[src/rtl/fpu_issue_pipe.sv]
// Multi-cycle FP execution pipe with a destination scoreboard. Results shift through
// STAGES registers toward writeback and are forwarded back to execute while in flight.
module fpu_issue_pipe #(
  parameter int DATA_W      = 32,
  parameter int ADDR_W      = 5,
  parameter int STAGES      = 3,
  parameter int ZERO_REG_EN = 0
) (
  input  logic                  clk,
  input  logic                  reset,
  input  logic                  issue_valid,
  output logic                  issue_ready,
  input  logic [ADDR_W-1:0]     issue_rd,
  input  logic [DATA_W-1:0]     issue_data,
  input  logic [ADDR_W-1:0]     rs1_addr,
  input  logic [ADDR_W-1:0]     rs2_addr,
  output logic                  fwd1_hit,
  output logic [DATA_W-1:0]     fwd1_data,
  output logic                  fwd2_hit,
  output logic [DATA_W-1:0]     fwd2_data,
  input  logic                  flush,
  output logic                  wb_valid,
  input  logic                  wb_ready,
  output logic [ADDR_W-1:0]     wb_rd,
  output logic [DATA_W-1:0]     wb_data,
  output logic [2**ADDR_W-1:0]  pending,
  output logic [3:0]            inflight
);

  localparam int LAST = STAGES - 1;

  typedef struct packed {
    logic              valid;
    logic [ADDR_W-1:0] rd;
    logic [DATA_W-1:0] data;
  } entry_t;

  entry_t st [STAGES];
  entry_t in_entry;
  logic   advance;
  logic   waw;
  logic   accept;

  // An entry takes part in scoreboarding and forwarding unless it targets the hardwired zero register.
  function automatic logic tracked(entry_t e);
    return e.valid && !((ZERO_REG_EN != 0) && (e.rd == '0));
  endfunction

  assign wb_valid = st[LAST].valid;
  assign wb_rd    = st[LAST].rd;
  assign wb_data  = st[LAST].data;

  assign advance     = !(wb_valid && !wb_ready);
  assign waw         = pending[issue_rd];
  assign issue_ready = advance && !waw && !flush;
  assign accept      = issue_valid && issue_ready;
  assign in_entry    = '{valid: 1'b1, rd: issue_rd, data: issue_data};

  // Scoreboard is derived from the stage contents, so set, clear and flush stay consistent by construction.
  always_comb begin
    // NOTE: every always_comb output gets a default first so no path leaves it unassigned (no latch).
    pending  = '0;
    inflight = '0;
    for (int i = 0; i < STAGES; i++) begin
      if (tracked(st[i])) pending[st[i].rd] = 1'b1;
      if (st[i].valid)    inflight = inflight + 4'd1;
    end
  end

  // WAW blocking guarantees at most one match per lookup, so an OR of gated data is a one-hot mux.
  always_comb begin
    fwd1_hit  = 1'b0;
    fwd1_data = '0;
    fwd2_hit  = 1'b0;
    fwd2_data = '0;
    for (int i = 0; i < STAGES; i++) begin
      if (tracked(st[i]) && (st[i].rd == rs1_addr)) begin
        fwd1_hit  = 1'b1;
        fwd1_data = fwd1_data | st[i].data;
      end
      if (tracked(st[i]) && (st[i].rd == rs2_addr)) begin
        fwd2_hit  = 1'b1;
        fwd2_data = fwd2_data | st[i].data;
      end
    end
  end

  // Flush kills every speculative stage; the last stage is only ever vacated by its own commit.
  always_ff @(posedge clk or negedge reset) begin
    if (!reset) begin
      for (int i = 0; i < STAGES; i++) st[i] <= '0;
    end else if (advance) begin
      // NOTE: state registers use non-blocking assignment so every stage samples its neighbour's pre-edge value.
      st[0] <= accept ? in_entry : '0;
      for (int i = 1; i < STAGES; i++) st[i] <= flush ? '0 : st[i-1];
    end else if (flush) begin
      for (int i = 0; i < LAST; i++) st[i] <= '0;
    end
  end

endmodule

[config.mk]
export PLATFORM = sky130hd
export DESIGN_NAME = fpu_issue_pipe
export DESIGN_NICKNAME = d
export VERILOG_FILES = /design/src/rtl/fpu_issue_pipe.sv
export SDC_FILE = /design/constraint.sdc
export NUM_CORES = 1
export LEC_CHECK = 0
export CAP_MARGIN = 20
export CORE_ASPECT_RATIO = 0.7
export CORE_MARGIN = 5
export CORE_UTILIZATION = 48
export DETAILED_ROUTE_END_ITERATION = 6
export PLACE_DENSITY = 0.78
export SYNTH_ARGS = -nofsm -noshare
export SYNTH_HDL_FRONTEND = slang
export SYNTH_SLANG_ARGS = --single-unit
[constraint.sdc]
create_clock -name clk -period 3.6 [get_ports clk]
set_input_delay 0.36 -clock clk [delete_from_list [all_inputs] [get_ports clk]]
set_output_delay 0.36 -clock clk [all_outputs]
set_load 0.005 [all_outputs]
Yosys cells after proc, flatten, opt, wreduce, memory -nomap -nowiden
Index checks and enable logic that the tools add are counted.
- memory bits (read-only): 0
- flip-flop bits (word level): 114
- bits in writable memories: 0
- memories kept: 0
- logic and storage cells: 79
- output and inout port bits: 141
- input bits: 52
- bits in latches: 0
- magnitude comparators: 7
- mux-type cells: 31
- multipliers: 0
- shift operators: 0
- reduce and logical (&&, ||, !) cells: 17
- divide/modulo/power cells: 0
- bitwise logic cells: 6
- equal/unequal tests: 7
- add/sub/neg operators: 2
- operators by type and width (kind ; number):
    32-bit 2-to-1 mux ; 9
    32-bit OR ; 6
    76-bit 2-to-1 mux ; 2
    38-bit 2-to-1 mux ; 3
    5-bit == test ; 6
    5-bit by 6-bit less-than comparator with 1-bit output (second input constant) ; 4
    1-bit demux with 5-bit select ; 3
    5-bit by 1-bit >= comparator with 1-bit output (second input constant) ; 3
    1-bit logical AND ; 13
    1-bit 2-to-1 mux ; 11
    1-bit binary-select mux with 5-bit select ; 1
    4-bit by 1-bit adder with 4-bit output (second input constant) ; 1
    1-bit zero test ; 4
    4-bit 2-to-1 mux ; 1
    1-bit by 1-bit adder with 2-bit output (second input constant) ; 1
    2-bit 2-to-1 mux ; 1
    2-bit inequality test (second input constant) ; 1

Longest topological paths before layout
- depth in word-level cells: 17
- mapped depth: 10
- depth with buffers taken out: 8

Worst setup path after synthesis
Ideal clock, no wire load.
- path kind: register to output
- from: register st, in the netlist wb_valid
- to: output issue_ready
- buffers on the path: 1
- data arrival time: 2.272 ns
- cell stages (with the launch flop): 9
- required time: 3.240 ns
- slack: 0.968 ns
- path through: dfrtp_1 and4bb_1 nor2b_1 a221o_1 or3_1 o221ai_2 a21oi_2 o41ai_4 buf_6
- cells in the longest elaborated chain, start to end: 6
- elaborated cells between the ends (all ways): 8
- classes of those cells: mux (3); reduce/logical (5)
- RTL lines (item ; line ; RTL):
    start: declaration ; 38 ; entry_t st [STAGES];
    32-bit 2-to-1 mux ; 65 ; if (tracked(st[i])) pending[st[i].rd] = 1'b1;
    net pending[6] ; 26 ; output logic [2**ADDR_W-1:0] pending,
    1-bit binary-select mux with 5-bit select ; 54 ; assign waw = pending[issue_rd];
    1-bit 2-to-1 mux (implied by the code) ; 54 ;
    1-bit zero test ; 55 ; assign issue_ready = advance && !waw && !flush;
    1-bit logical AND (2 in series) ; 55 ;
    end: declaration ; 12 ; output logic issue_ready,
The timed path passes the listed nets, and every way through them passes these cells. The select of a mux whose other input is x is not followed.

Final worst setup path
- from: register st, in the netlist wb_rd[1]
- to: output issue_ready
- cells in the longest elaborated chain, start to end: 11
- elaborated cells between the ends (all ways): 12
- classes of those cells: order compare (2); mux (5); bitwise (1); reduce/logical (4)
- RTL lines (item ; line):
    5-bit by 6-bit less-than comparator with 1-bit output (implied by the code) or 5-bit by 1-bit >= comparator with 1-bit output (tied branches) ; 65
    1-bit logical AND (implied by the code) ; 65
    1-bit 2-to-1 mux (implied by the code) ; 65
    1-bit demux with 5-bit select * ; 65
    32-bit OR (no source line) * ; n/a
    32-bit 2-to-1 mux * ; 65
    1-bit binary-select mux with 5-bit select * ; 54
    1-bit 2-to-1 mux (implied by the code) * ; 54
    1-bit zero test * ; 55
    1-bit logical AND * (2 in series) ; 55
Every way passes the cells marked *; elsewhere a longest branch is shown, timed or not. The select of a mux whose other input is x is not followed.

==> qor.tcl <==
set qor(outcome) {finished with violations}
set qor(failed_checks) {DRC}
set qor(groute.usage.overall_pct) 29.2
set qor(grt_max_degree) 78
set qor(power_per_cell_area_nw_per_um2) 346
set qor(end_kind) {primary output}
set qor(grt.busiest_layer) {met1}
set qor(fp.dieArea_um2) 18600
set qor(worst_setup_path_start_kind) {register}
set qor(asyncSetResetFlopFracSynth_pct) 100
set qor(final_net_count) 1068
set qor(share_seq_of_total_power_pct) 38.8
set qor(grt.met3_usage_pct) 9.63
set qor(syn_avg_cell_area_um2) 8.72
set qor(final.setup.tns_ns) 0
set qor(initial_antenna_violation_count) 1
set qor(max_freq_mhz) 284
set qor(initial_core_util_pct) 49.1
set qor(wl_mm) 27.9
set qor(grt_pass1_wl_mm) 42.8
set qor(placed_cells) 1187
set qor(yosys_warnings) 0
set qor(postSynthRegisterBits) 114
set qor(cellInternalPower_mw) 2.64
set qor(timing.max_slew.rel_slack_pct) 40.4
set qor(mostFrequentLayoutCell) {clkdlybuf4s50_1}
set qor(place.gp.congestion) 0.974
set qor(regToRegStartpoint) {st[109]}
set qor(worst_case_setup_slack_after_placement_ns) 0.295
set qor(finalHoldViolCount) 0
set qor(switching_share_pct) 25.6
set qor(syn_area_um2) 7640
set qor(die_width_um) 161
set qor(die_y_um) 116
set qor(fraction_of_final_layout_cells_with_drive_strength_greater_than_1_pct) 14.9
set qor(crit_required_ns) 3.24
set qor(placement.cell_area_um2) 9520
set qor(drt-wirelength-per-cell_um) 22.7
set qor(synthCells) 876
set qor(std_cell_rows) 38
set qor(cts_root_buffer) {clkbuf_16}
set qor(postLayoutCellArea_um2) 10200
set qor(critPathKind) {register to primary output}
set qor(setup_slack_ns) 0.0827
set qor(reg2reg_setup_slack_ns) 0.59
set qor(power_frac_clock_pct) 50.0
set qor(numPortBuffers) 191
set qor(grt_pass1_vias) 7533
set qor(drt_iter0_markers) 1390
set qor(worstMarginPinSlew_ns) 0.891
set qor(drv.max_cap_violation_count) 0
set qor(finalCoreUtilization_pct) 65.9
set qor(clock_buffer_count_from_cts) 17
set qor(remaining_number_of_nets_flagged_by_the_antenna_check_after_routing) 0
set qor(reg2reg_to) {st[79]}
set qor(groute.layer.met1.usage_pct) 43.4
set qor(layout.filler_cells) 1246
set qor(cts.reportedPaths.clkPinSlew_ns) 0.06
set qor(final-instance-count-excl-fill) 1228
set qor(min_period_ns) 3.52
set qor(yosys.cell_types.count) 72
set qor(use_met2_pct) 41.0
set qor(dp.final_hpwl_mm) 19.2
set qor(vias_per_cell) 6.45
set qor(grt_overflow_total) 0
set qor(power.combinational.fraction_pct) 11.2
set qor(clkSinkCount) 114
set qor(final.period_utilization_pct) 97.7
set qor(core_area_um2) 15500
set qor(drcViolationCount) 19
set qor(r2r.worst_path.cells) 9
set qor(ctsLongestPathBuffers) 2
set qor(boundaryPins) 193
set qor(arrival_ns) 3.16
set qor(fin_worst_skew_ns) 0.0112
set qor(cp_max_fo) 7
set qor(first_pass_iters) 7
set qor(clock_latency_on_the_worst_skew_pair_ns) 0.41
set qor(setup_violations) 0
set qor(synth_seq_area_share_pct) 37.3
set qor(commonest_cells_after_routing_fill_and_taps_aside) {clkdlybuf4s50_1 (189), nand2_1 (168), dfrtp_1 (104)}
set qor(route.vias.total) 7920
set qor(worst_hold_path_type) {input port to asynchronous set/reset pin}
set qor(syn2layout_area_growth_pct) 34.1
set qor(cellLeakagePower_nw) 4.76
set qor(synth_top_flop_cell) {dfrtp_1}
set qor(synth_edf_count) 0
set qor(cts_h_tree_depth) 4
set qor(power.switching_mw) 0.909
set qor(vdd_ir_max_v) 0.000382
set qor(drv_slew) 0
set qor(rsz0062_at_grt) {no}
set qor(syn_nets) 930
set qor(post_cts_hold_buffer_count) 0
set qor(cts_tree) {built}
[critical path, stage by stage (launching register included)]
cell,delay (ns)
dfrtp_1,0.45
buf_4,0.21
nand4b_1,0.25
o22ai_1,0.13
o21bai_1,0.19
mux2_2,0.27
a21oi_1,0.31
o311ai_2,0.13
buf_4,0.18
o41ai_4,0.05
clkdlybuf4s50_1,0.57
[through the flow]
stage	hold slack, ns	power (mW)
final	0.00750	3.55
after global routing	0.0585	3.66
after CTS	0.0294	3.55
after detailed placement	0.461	1.78
after global placement	0.470	1.77
after floorplan	0.0644	1.59
[metal layers]
| layer | up-vias | part of all wire (%) | wire (um) |
|---|---|---|---|
| li1 | 3468 | - | - |
| met1 | 3892 | 44 | 12300 |
| met2 | 524 | 42 | 11900 |
| met3 | 36 | 12 | 3450 |
| met4 | 0 | 1.1 | 314 |
| met5 | - | 0 | 0 |
[cell type report]
type                            count  area, um2  area share, %
Multi-Input combinational cell    567       3910           38.1
Clock inverter                     13        175           1.71
Sequential cell                   114       2870           28.0
Antenna cell                        1       2.50         0.0244
Clock buffer                       19        453           4.42
Tap cell                          200        250           2.44
Inverter                           72        270           2.64
Timing Repair Buffer              242       2320           22.7
[worst max path at each step]
stage	endpoint	cells past startpoint	slack [ns]	from
finish	issue_ready	10	0.08	wb_rd[1]
global route	issue_ready	10	0.009	wb_rd[1]
CTS	issue_ready	8	0.002	wb_rd[4]
detailed placement	issue_ready	9	0.30	issue_rd[2]
global placement	issue_ready	9	0.29	issue_rd[2]
floorplan	issue_ready	8	0.97	wb_valid
[kinds of logic (layout without fill, tap and decap cells)]
family	Yosys count	count (layout)	synth area share (%)
adder cells (fa/ha/maj)	2	2	0.327
multiplexers	1	1	0.147
buffers and inverters	195	346	12.1
XOR/XNOR	31	31	3.55
other	1	2	0.0491
AO/OA/AOI/OAI	223	223	24.8
flip-flops	114	114	37.3
AND/OR/NAND/NOR	309	309	21.7
[sequential cells by signal, indices dropped and copies added (netlist names)]
name      flops
wb_valid      1
wb_rd         5
st           76
wb_data      32
[synth_stat cells (9+ instances only)]
master    count  area, um2
a21oi_1      45        225
dfrtp_1     114       2850
a222oi_1     64        641
nand2_1     169        634
o22ai_1      13       81.3
a32o_1        9       90.1
nand2b_1     12       75.1
buf_4        38        285
clkbuf_1     56        210
nor2_1       10       37.5
buf_2        18       90.1
a32o_2       27        304
xnor2_1      18        158
inv_1        71        267
o21ai_0      14       70.1
xor2_1       13        114
nand3b_1     38        285
[power by group through the flow]
stage,sequential [mW],clock (mW),combinational (mW)
floorplan,1.37,0,0.218
global placement,1.39,0,0.383
detailed placement,1.39,0,0.384
CTS,1.37,1.79,0.387
global route,1.38,1.85,0.425
finish,1.38,1.77,0.398
[what timing repair did]
item                                    4_1_cts  5_1_grt
setup buffers                                 0        8
endpoints found under the setup margin        1        1
gates cloned                                  0        0
resized for setup                             2       11
pin swaps                                     0        3
Note: power is estimated with default switching activity, not from simulation.
